===== src/rtl/ps2_host_tx_pkg.sv =====
// Shared definitions for the PS/2 host transmit path: FSM state encodings,
// common keyboard command bytes and the frame builder.
package ps2_host_tx_pkg;

  // Transmit FSM states
  typedef enum logic [2:0] {
    ST_IDLE      = 3'd0,
    ST_INHIBIT   = 3'd1,
    ST_REQ       = 3'd2,
    ST_SEND      = 3'd3,
    ST_ACK       = 3'd4,
    ST_WAIT_IDLE = 3'd5
  } ps2_tx_state_t;

  // Frequently used host-to-keyboard command bytes and the device ack byte
  localparam logic [7:0] PS2_CMD_LEDS   = 8'hED;
  localparam logic [7:0] PS2_CMD_RESET  = 8'hFF;
  localparam logic [7:0] PS2_CMD_ENABLE = 8'hF4;
  localparam logic [7:0] PS2_ACK        = 8'hFA;

  // Bits shifted out after the start bit: 8 data, parity, stop
  localparam int PS2_FRAME_W = 10;

  // Build {stop, odd parity, data}; bit 0 goes out first
  function automatic logic [PS2_FRAME_W-1:0] ps2_make_frame(input logic [7:0] data);
    return {1'b1, ~^data, data};
  endfunction

endpackage


===== src/rtl/ps2_host_tx_line_sync.sv =====
// Two-flop synchroniser for the PS/2 clock and data lines plus a one-cycle
// falling-edge strobe on the synchronised clock. Idle lines read as 1, so the
// flops reset to 1 to avoid a spurious edge when reset is released.
module ps2_line_sync (
  input  logic sys_clk,
  input  logic rst_n,
  input  logic i_line_clk,
  input  logic i_line_data,
  output logic o_clk_sync,
  output logic o_data_sync,
  output logic o_clk_fe
);

  // bit 0 = clock line, bit 1 = data line
  logic [1:0] r_meta;
  logic [1:0] r_sync;
  logic       r_clk_prev;

  // Metastability stages and previous synced clock for edge detection
  always_ff @(posedge sys_clk or negedge rst_n) begin
    if (!rst_n) begin
      r_meta     <= 2'b11;
      r_sync     <= 2'b11;
      r_clk_prev <= 1'b1;
    end else begin
      r_meta     <= {i_line_data, i_line_clk};
      r_sync     <= r_meta;
      r_clk_prev <= r_sync[0];
    end
  end

  assign o_clk_sync  = r_sync[0];
  assign o_data_sync = r_sync[1];
  assign o_clk_fe    = r_clk_prev & ~r_sync[0];

endmodule


===== src/rtl/ps2_host_tx.sv =====
// PS/2 host-to-device transmitter. Inhibits the bus, issues the request-to-send,
// shifts out data/parity/stop on device clock falling edges, checks the device
// ack and waits for the bus to go idle. A single frame-wide watchdog covers the
// whole device-clocked part of the transfer. Line drivers are active-high
// pull-low enables for an external open-drain buffer.
module ps2_host_tx
  import ps2_host_tx_pkg::*;
#(
  parameter int INHIBIT_CYCLES = 5000,
  parameter int TIMEOUT_CYCLES = 1000000,
  parameter int CNT_W          = 20
) (
  input  logic       sys_clk,
  input  logic       rst_n,
  input  logic       clk_ps2,
  input  logic       data_ps2,
  input  logic       tx_start,
  input  logic [7:0] tx_data,
  output logic       tx_busy,
  output logic       tx_done,
  output logic       tx_err,
  output logic       clk_ps2_oe,
  output logic       data_ps2_oe
);

  localparam logic [CNT_W-1:0] INHIBIT_LAST = CNT_W'(INHIBIT_CYCLES - 1);
  localparam logic [CNT_W-1:0] TIMEOUT_LAST = CNT_W'(TIMEOUT_CYCLES - 1);
  localparam logic [CNT_W-1:0] CNT_MAX      = {CNT_W{1'b1}};
  localparam logic [CNT_W-1:0] CNT_ONE      = {{(CNT_W-1){1'b0}}, 1'b1};
  localparam logic [3:0]       IDX_LAST     = 4'(PS2_FRAME_W - 1);

  ps2_tx_state_t          r_state;
  logic [PS2_FRAME_W-1:0] r_frame;
  logic [3:0]             r_idx;
  logic [CNT_W-1:0]       r_cnt;
  logic                   r_busy;
  logic                   r_tx_done;
  logic                   r_tx_err;
  logic                   r_clk_oe;
  logic                   r_data_oe;

  logic                   w_clk_sync;
  logic                   w_data_sync;
  logic                   w_fe;
  logic [CNT_W-1:0]       w_cnt_inc;
  logic                   w_timeout;
  logic                   w_start_ok;

  ps2_line_sync u_line_sync (
    .sys_clk     (sys_clk),
    .rst_n       (rst_n),
    .i_line_clk  (clk_ps2),
    .i_line_data (data_ps2),
    .o_clk_sync  (w_clk_sync),
    .o_data_sync (w_data_sync),
    .o_clk_fe    (w_fe)
  );

  // Saturating increment so a stuck transfer never wraps back under the limit
  assign w_cnt_inc  = (r_cnt == CNT_MAX) ? r_cnt : (r_cnt + CNT_ONE);
  assign w_timeout  = (r_cnt == TIMEOUT_LAST);
  // A start landing on the done/err cycle belongs to the old transfer's handshake
  assign w_start_ok = tx_start & ~r_tx_done & ~r_tx_err;

  // Transmit FSM with registered line enables and status pulses
  always_ff @(posedge sys_clk or negedge rst_n) begin
    if (!rst_n) begin
      r_state   <= ST_IDLE;
      r_frame   <= '0;
      r_idx     <= '0;
      r_cnt     <= '0;
      r_busy    <= 1'b0;
      r_tx_done <= 1'b0;
      r_tx_err  <= 1'b0;
      r_clk_oe  <= 1'b0;
      r_data_oe <= 1'b0;
    end else begin
      r_tx_done <= 1'b0;
      r_tx_err  <= 1'b0;
      case (r_state)
        ST_IDLE: begin
          r_clk_oe  <= 1'b0;
          r_data_oe <= 1'b0;
          if (w_start_ok) begin
            r_frame  <= ps2_make_frame(tx_data);
            r_busy   <= 1'b1;
            r_cnt    <= '0;
            r_clk_oe <= 1'b1;
            r_state  <= ST_INHIBIT;
          end
        end

        ST_INHIBIT: begin
          r_cnt <= w_cnt_inc;
          if (r_cnt == INHIBIT_LAST) begin
            // Start bit goes on the wire while clock is still held low
            r_data_oe <= 1'b1;
            r_state   <= ST_REQ;
          end
        end

        ST_REQ: begin
          // Hand the clock to the device; data stays low as the start bit
          r_clk_oe <= 1'b0;
          r_cnt    <= '0;
          r_idx    <= '0;
          r_state  <= ST_SEND;
        end

        ST_SEND: begin
          r_cnt <= w_cnt_inc;
          if (w_timeout) begin
            r_tx_err  <= 1'b1;
            r_busy    <= 1'b0;
            r_data_oe <= 1'b0;
            r_state   <= ST_IDLE;
          end else if (w_fe) begin
            // Changing data right after the falling edge keeps it stable for
            // the device's sample on the following rising edge
            r_data_oe <= ~r_frame[r_idx];
            r_idx     <= r_idx + 4'd1;
            if (r_idx == IDX_LAST) begin
              r_state <= ST_ACK;
            end
          end
        end

        ST_ACK: begin
          r_cnt <= w_cnt_inc;
          if (w_timeout) begin
            r_tx_err  <= 1'b1;
            r_busy    <= 1'b0;
            r_data_oe <= 1'b0;
            r_state   <= ST_IDLE;
          end else if (w_fe) begin
            if (!w_data_sync) begin
              r_state <= ST_WAIT_IDLE;
            end else begin
              r_tx_err <= 1'b1;
              r_busy   <= 1'b0;
              r_state  <= ST_IDLE;
            end
          end
        end

        ST_WAIT_IDLE: begin
          r_cnt <= w_cnt_inc;
          if (w_timeout) begin
            r_tx_err  <= 1'b1;
            r_busy    <= 1'b0;
            r_data_oe <= 1'b0;
            r_state   <= ST_IDLE;
          end else if (w_clk_sync && w_data_sync) begin
            r_tx_done <= 1'b1;
            r_busy    <= 1'b0;
            r_state   <= ST_IDLE;
          end
        end

        default: begin
          r_clk_oe  <= 1'b0;
          r_data_oe <= 1'b0;
          r_busy    <= 1'b0;
          r_state   <= ST_IDLE;
        end
      endcase
    end
  end

  assign tx_busy     = r_busy;
  assign tx_done     = r_tx_done;
  assign tx_err      = r_tx_err;
  assign clk_ps2_oe  = r_clk_oe;
  assign data_ps2_oe = r_data_oe;

endmodule

===== config.mk =====
export PLATFORM = sky130hd
export DESIGN_NAME = ps2_host_tx
export DESIGN_NICKNAME = d
export VERILOG_FILES = /design/src/rtl/ps2_host_tx_pkg.sv /design/src/rtl/ps2_host_tx_line_sync.sv /design/src/rtl/ps2_host_tx.sv
export SDC_FILE = /design/constraint.sdc
export NUM_CORES = 1
export LEC_CHECK = 0
export CORE_MARGIN = 2
export CORE_UTILIZATION = 26
export DETAILED_ROUTE_END_ITERATION = 7
export PLACE_DENSITY = 0.46
export SYNTH_ARGS = -nofsm -noshare
export SYNTH_HDL_FRONTEND = slang
export SYNTH_HIERARCHICAL = 1
export SYNTH_SLANG_ARGS = --single-unit

===== constraint.sdc =====
create_clock -name sys_clk -period 1.7 [get_ports sys_clk]
set_input_delay 0.255 -clock sys_clk [delete_from_list [all_inputs] [get_ports sys_clk]]
set_output_delay 0.255 -clock sys_clk [all_outputs]
set_load 0.005 [all_outputs]

==> impl_metrics.json <==
{
  "post_synthesis_compound_gate_area_fraction_pct": 18.80,
  "antenna_left": 0,
  "final_std_cells_w_o_fill": 499,
  "drt_first_iter_violations": 99,
  "yosys_warnings": 6,
  "cts_inserted_buffers": 5,
  "worst_skew_pair.late_latency_ps": 300,
  "layout-area-overhead-vs-synth_pct": 48.39,
  "globalplace.congestion": 0.8331,
  "number_of_failing_setup_endpoints_in_the_final_timing_report": 11,
  "syn_area_per_cell_um2": 10.08,
  "async_reset_ff_share_pct": 100.0,
  "startpoint_type": "flop",
  "cts.path.max_buffers": 2,
  "worst_ep_arrival_time_ps": 2050,
  "core-area_um2": 10320,
  "synth.mux.area_fraction_pct": 7.612,
  "syn_nets": 290,
  "post-route-period-util_pct": 108.8,
  "detail_route.vias_per_cell": 4.962,
  "tritoncts": "done",
  "finalWirelength_mm": 7.581,
  "die_h_um": 107.1,
  "fin_worst_skew_ps": 3.429,
  "top_level_ports": 18,
  "first_global_vias": 2593,
  "synthesis.area_um2": 2761,
  "antenna_cells_inserted": 0,
  "post-place-cells": 479,
  "placement_rows": 37,
  "critPathMaxFanout": 3,
  "synth.top_cells.by_area": "sky130_fd_sc_hd__dfrtp_1, sky130_fd_sc_hd__dfstp_2, sky130_fd_sc_hd__nand2_1",
  "clk_root_buffer_cell": "sky130_fd_sc_hd__clkbuf_8",
  "reg2reg_slack_ps": -150,
  "final_critical_path_setup_slack_ps": -149.3,
  "max_slew_margin_pct": 71.82,
  "peak_supply_drop_mv": 0.4416,
  "drc": 0,
  "worst_setup_hold_path_clk_slew_ps": 100,
  "total_vias_in_the_final_route": 2476,
  "final_area_um2": 4098,
  "synth_area_leader_cell": "sky130_fd_sc_hd__dfrtp_1",
  "cp_data_required_time_ps": 1900,
  "power_density_nw_per_um2": 1238,
  "syn-instance-count": 274,
  "most-common-layout-cells": "sky130_fd_sc_hd__buf_4, sky130_fd_sc_hd__dfrtp_1, sky130_fd_sc_hd__nand2_1",
  "slew_viol_final": 0,
  "grtUsageTotal_pct": 14.06,
  "max_slew.worst_pin.slew_ps": 422.7,
  "setup_repair_after_global_routing_missed_its_margin": "yes",
  "fmax_mhz": 540.8,
  "crit-reg2reg-capture": "r_state[0]",
  "synth-adder-area-share_pct": 1.359,
  "postLayoutCoreUtil_pct": 39.69,
  "worstSetupStartpoint": "r_cnt[0]",
  "worstSetupEndpoint": "r_state[0]",
  "antenna_found_initial": 0,
  "die-area_um2": 11460,
  "status": "complete, but fails checks",
  "grt_overflow": 0,
  "die_x_um": 107.1,
  "post_route_cells_drive_above_1_share_pct": 42.98,
  "worst_setup_end_kind": "flop",
  "worstSetupPathType": "flop to flop",
  "holdCritPathClass": "primary input to flop",
  "mostFrequentLayoutCell": "sky130_fd_sc_hd__buf_4",
  "violated_checks": "setup timing",
  "worst_r2r_path_depth": 6,
  "synthFlopType": "sky130_fd_sc_hd__dfrtp_1",
  "number_of_enable_flip_flop_cells_after_synthesis": 0,
  "filler_cell_count": 1030,
  "drt_pre_antenna_iters": 4,
  "crit-reg2reg-launch": "r_cnt[0]",
  "finalNetCount": 378,
  "clock-sinks": 47,
  "place_area_um2": 3610,
  "synth.lib_cells_used.distinct": 61,
  "largest_net_degree_at_the_start_of_global_routing": 20,
  "grt_pass1_wl_mm": 12.97,
  "post_synth_xor_area_fraction_pct": 2.220,
  "finalHoldViolCount": 0,
  "yosys.area_share.simple_pct": 23.92,
  "buffer_ports.inserted": 17,
  "main_combinational_cell_family_by_area_after_synthesis": "simple AND/OR/NAND/NOR gates",
  "ys_seq_area_share_pct": 42.82,
  "routed_wire_length_per_instance_um": 15.19,
  "max_cap_viol_count": 0,
  "leakage_nw": 1.785,
  "initial_utilization_pct": 26.75,
  "hpwl_mm": 5.478,
  "htreeDepth": 2,
  "ys_seq_elements": 47,
  "timing.final.crit_period_ps": 1849,
  "yosysTopAreaCellShare_pct": 38.06
}
## routing by layer
metal / vias to the layer above / wire [um] / track usage, %
met2: 30 / 3729 / 23.15
met1: 1233 / 3621 / 19.13
met5: - / 0 / 0
li1: 1206 / - / -
met4: 0 / 106 / 5.009
met3: 7 / 124 / 1.459
## state kept, by name, summed over array words and instances (netlist names), 2 cells and up
signal / cells
r_state: 3
r_idx: 4
u_line_sync/r_meta: 2
u_line_sync/r_sync: 2
r_frame: 10
r_cnt: 20
## cell type report
cell class / instances / area [um2] / area share [%]
clock buffer: 5 / 68.82 / 1.679
clock inverter: 3 / 47.55 / 1.160
sequential: 47 / 1187 / 28.98
multi-input combinational: 208 / 1735 / 42.35
timing repair buffer: 95 / 869.6 / 21.22
inverter: 5 / 18.77 / 0.4580
tap: 136 / 170.2 / 4.153
## repair_timing
action,in CTS,in global routing
pin swaps,8,16
resized for setup,25,41
setup endpoints to repair,30,39
buffers inserted,3,6
hold endpoints to repair,14,0
gates cloned,1,1
hold buffers,1,0
## critical path, stage by stage, from the launching register on
cell	delay, ps
sky130_fd_sc_hd__dfrtp_1	410
sky130_fd_sc_hd__ha_4	180
sky130_fd_sc_hd__nand2_4	70
sky130_fd_sc_hd__or4b_4	510
sky130_fd_sc_hd__o21bai_4	170
sky130_fd_sc_hd__o211ai_4	100
sky130_fd_sc_hd__mux2_4	310
## cells by family after synthesis
family,count (synthesis)
flip-flops,47
AND/OR/NAND/NOR,113
adder cells (fa/ha/maj),3
AO/OA/AOI/OAI,68
multiplexers,17
buffers and inverters,19
XOR/XNOR,7
## how the worst min path moves through the flow
stage              from               endpoint  slack [ps]  cells after the start
2_1_floorplan     rst_n             clk_ps2_oe         -40                      0
3_3_place_gp      rst_n               r_cnt[0]         220                      1
3_5_place_dp      rst_n               r_cnt[0]         220                      1
4_1_cts        data_ps2  u_line_sync/r_meta[1]         330                      1
5_1_grt        data_ps2  u_line_sync/r_meta[1]         330                      1
6_report       data_ps2  u_line_sync/r_meta[1]         340                      1
## power breakdown
group | switching [mW] | internal (mW) | leakage [nW]
clock network | 0.435 | 0.447 | 0.0587
registers | 0.227 | 1.40 | 0.593
logic | 1.21 | 1.35 | 1.13
## synthesized netlist by cell type, types with 2 or more instances
library cell,instances
sky130_fd_sc_hd__a31oi_1,4
sky130_fd_sc_hd__a2bb2oi_1,6
sky130_fd_sc_hd__a221o_1,2
sky130_fd_sc_hd__nand4_1,4
sky130_fd_sc_hd__nand3_1,8
sky130_fd_sc_hd__nand2_2,2
sky130_fd_sc_hd__nor3_1,15
sky130_fd_sc_hd__a21oi_1,5
sky130_fd_sc_hd__inv_1,5
sky130_fd_sc_hd__and2_1,4
sky130_fd_sc_hd__nor2_1,15
sky130_fd_sc_hd__dfrtp_1,42
sky130_fd_sc_hd__nand2b_1,5
sky130_fd_sc_hd__and3_1,4
sky130_fd_sc_hd__ha_1,3
sky130_fd_sc_hd__o211ai_1,4
sky130_fd_sc_hd__a21bo_2,2
sky130_fd_sc_hd__o211a_1,2
sky130_fd_sc_hd__xnor2_1,6
sky130_fd_sc_hd__o21ai_0,14
sky130_fd_sc_hd__nor2b_1,3
sky130_fd_sc_hd__clkbuf_1,6
sky130_fd_sc_hd__nor3b_1,6
sky130_fd_sc_hd__mux2i_1,6
sky130_fd_sc_hd__o22ai_1,4
sky130_fd_sc_hd__mux4_2,2
sky130_fd_sc_hd__nand2_1,25
sky130_fd_sc_hd__o22a_1,9
sky130_fd_sc_hd__nor4_1,6
sky130_fd_sc_hd__a21boi_0,6
sky130_fd_sc_hd__o21a_1,2
sky130_fd_sc_hd__mux2_2,8
sky130_fd_sc_hd__buf_2,6
sky130_fd_sc_hd__nand3b_1,2
sky130_fd_sc_hd__dfstp_2,5
## stage by stage
| step | setup TNS, ps | setup slack [ps] | hold slack, ps | power, mW |
|---|---|---|---|---|
| final | -598.5 | -149.3 | 344.9 | 5.073 |
| after global routing | -2699 | -206.1 | 331.9 | 5.411 |
| after CTS | -925.0 | -161.2 | 330.6 | 4.987 |
| after detailed placement | -7440 | -375.7 | 223.2 | 3.963 |
| after global placement | -6911 | -370.4 | 216.0 | 3.936 |
| after floorplan | -65.43 | -65.43 | -40.59 | 2.902 |
Note: power is estimated with default switching activity, not from simulation.
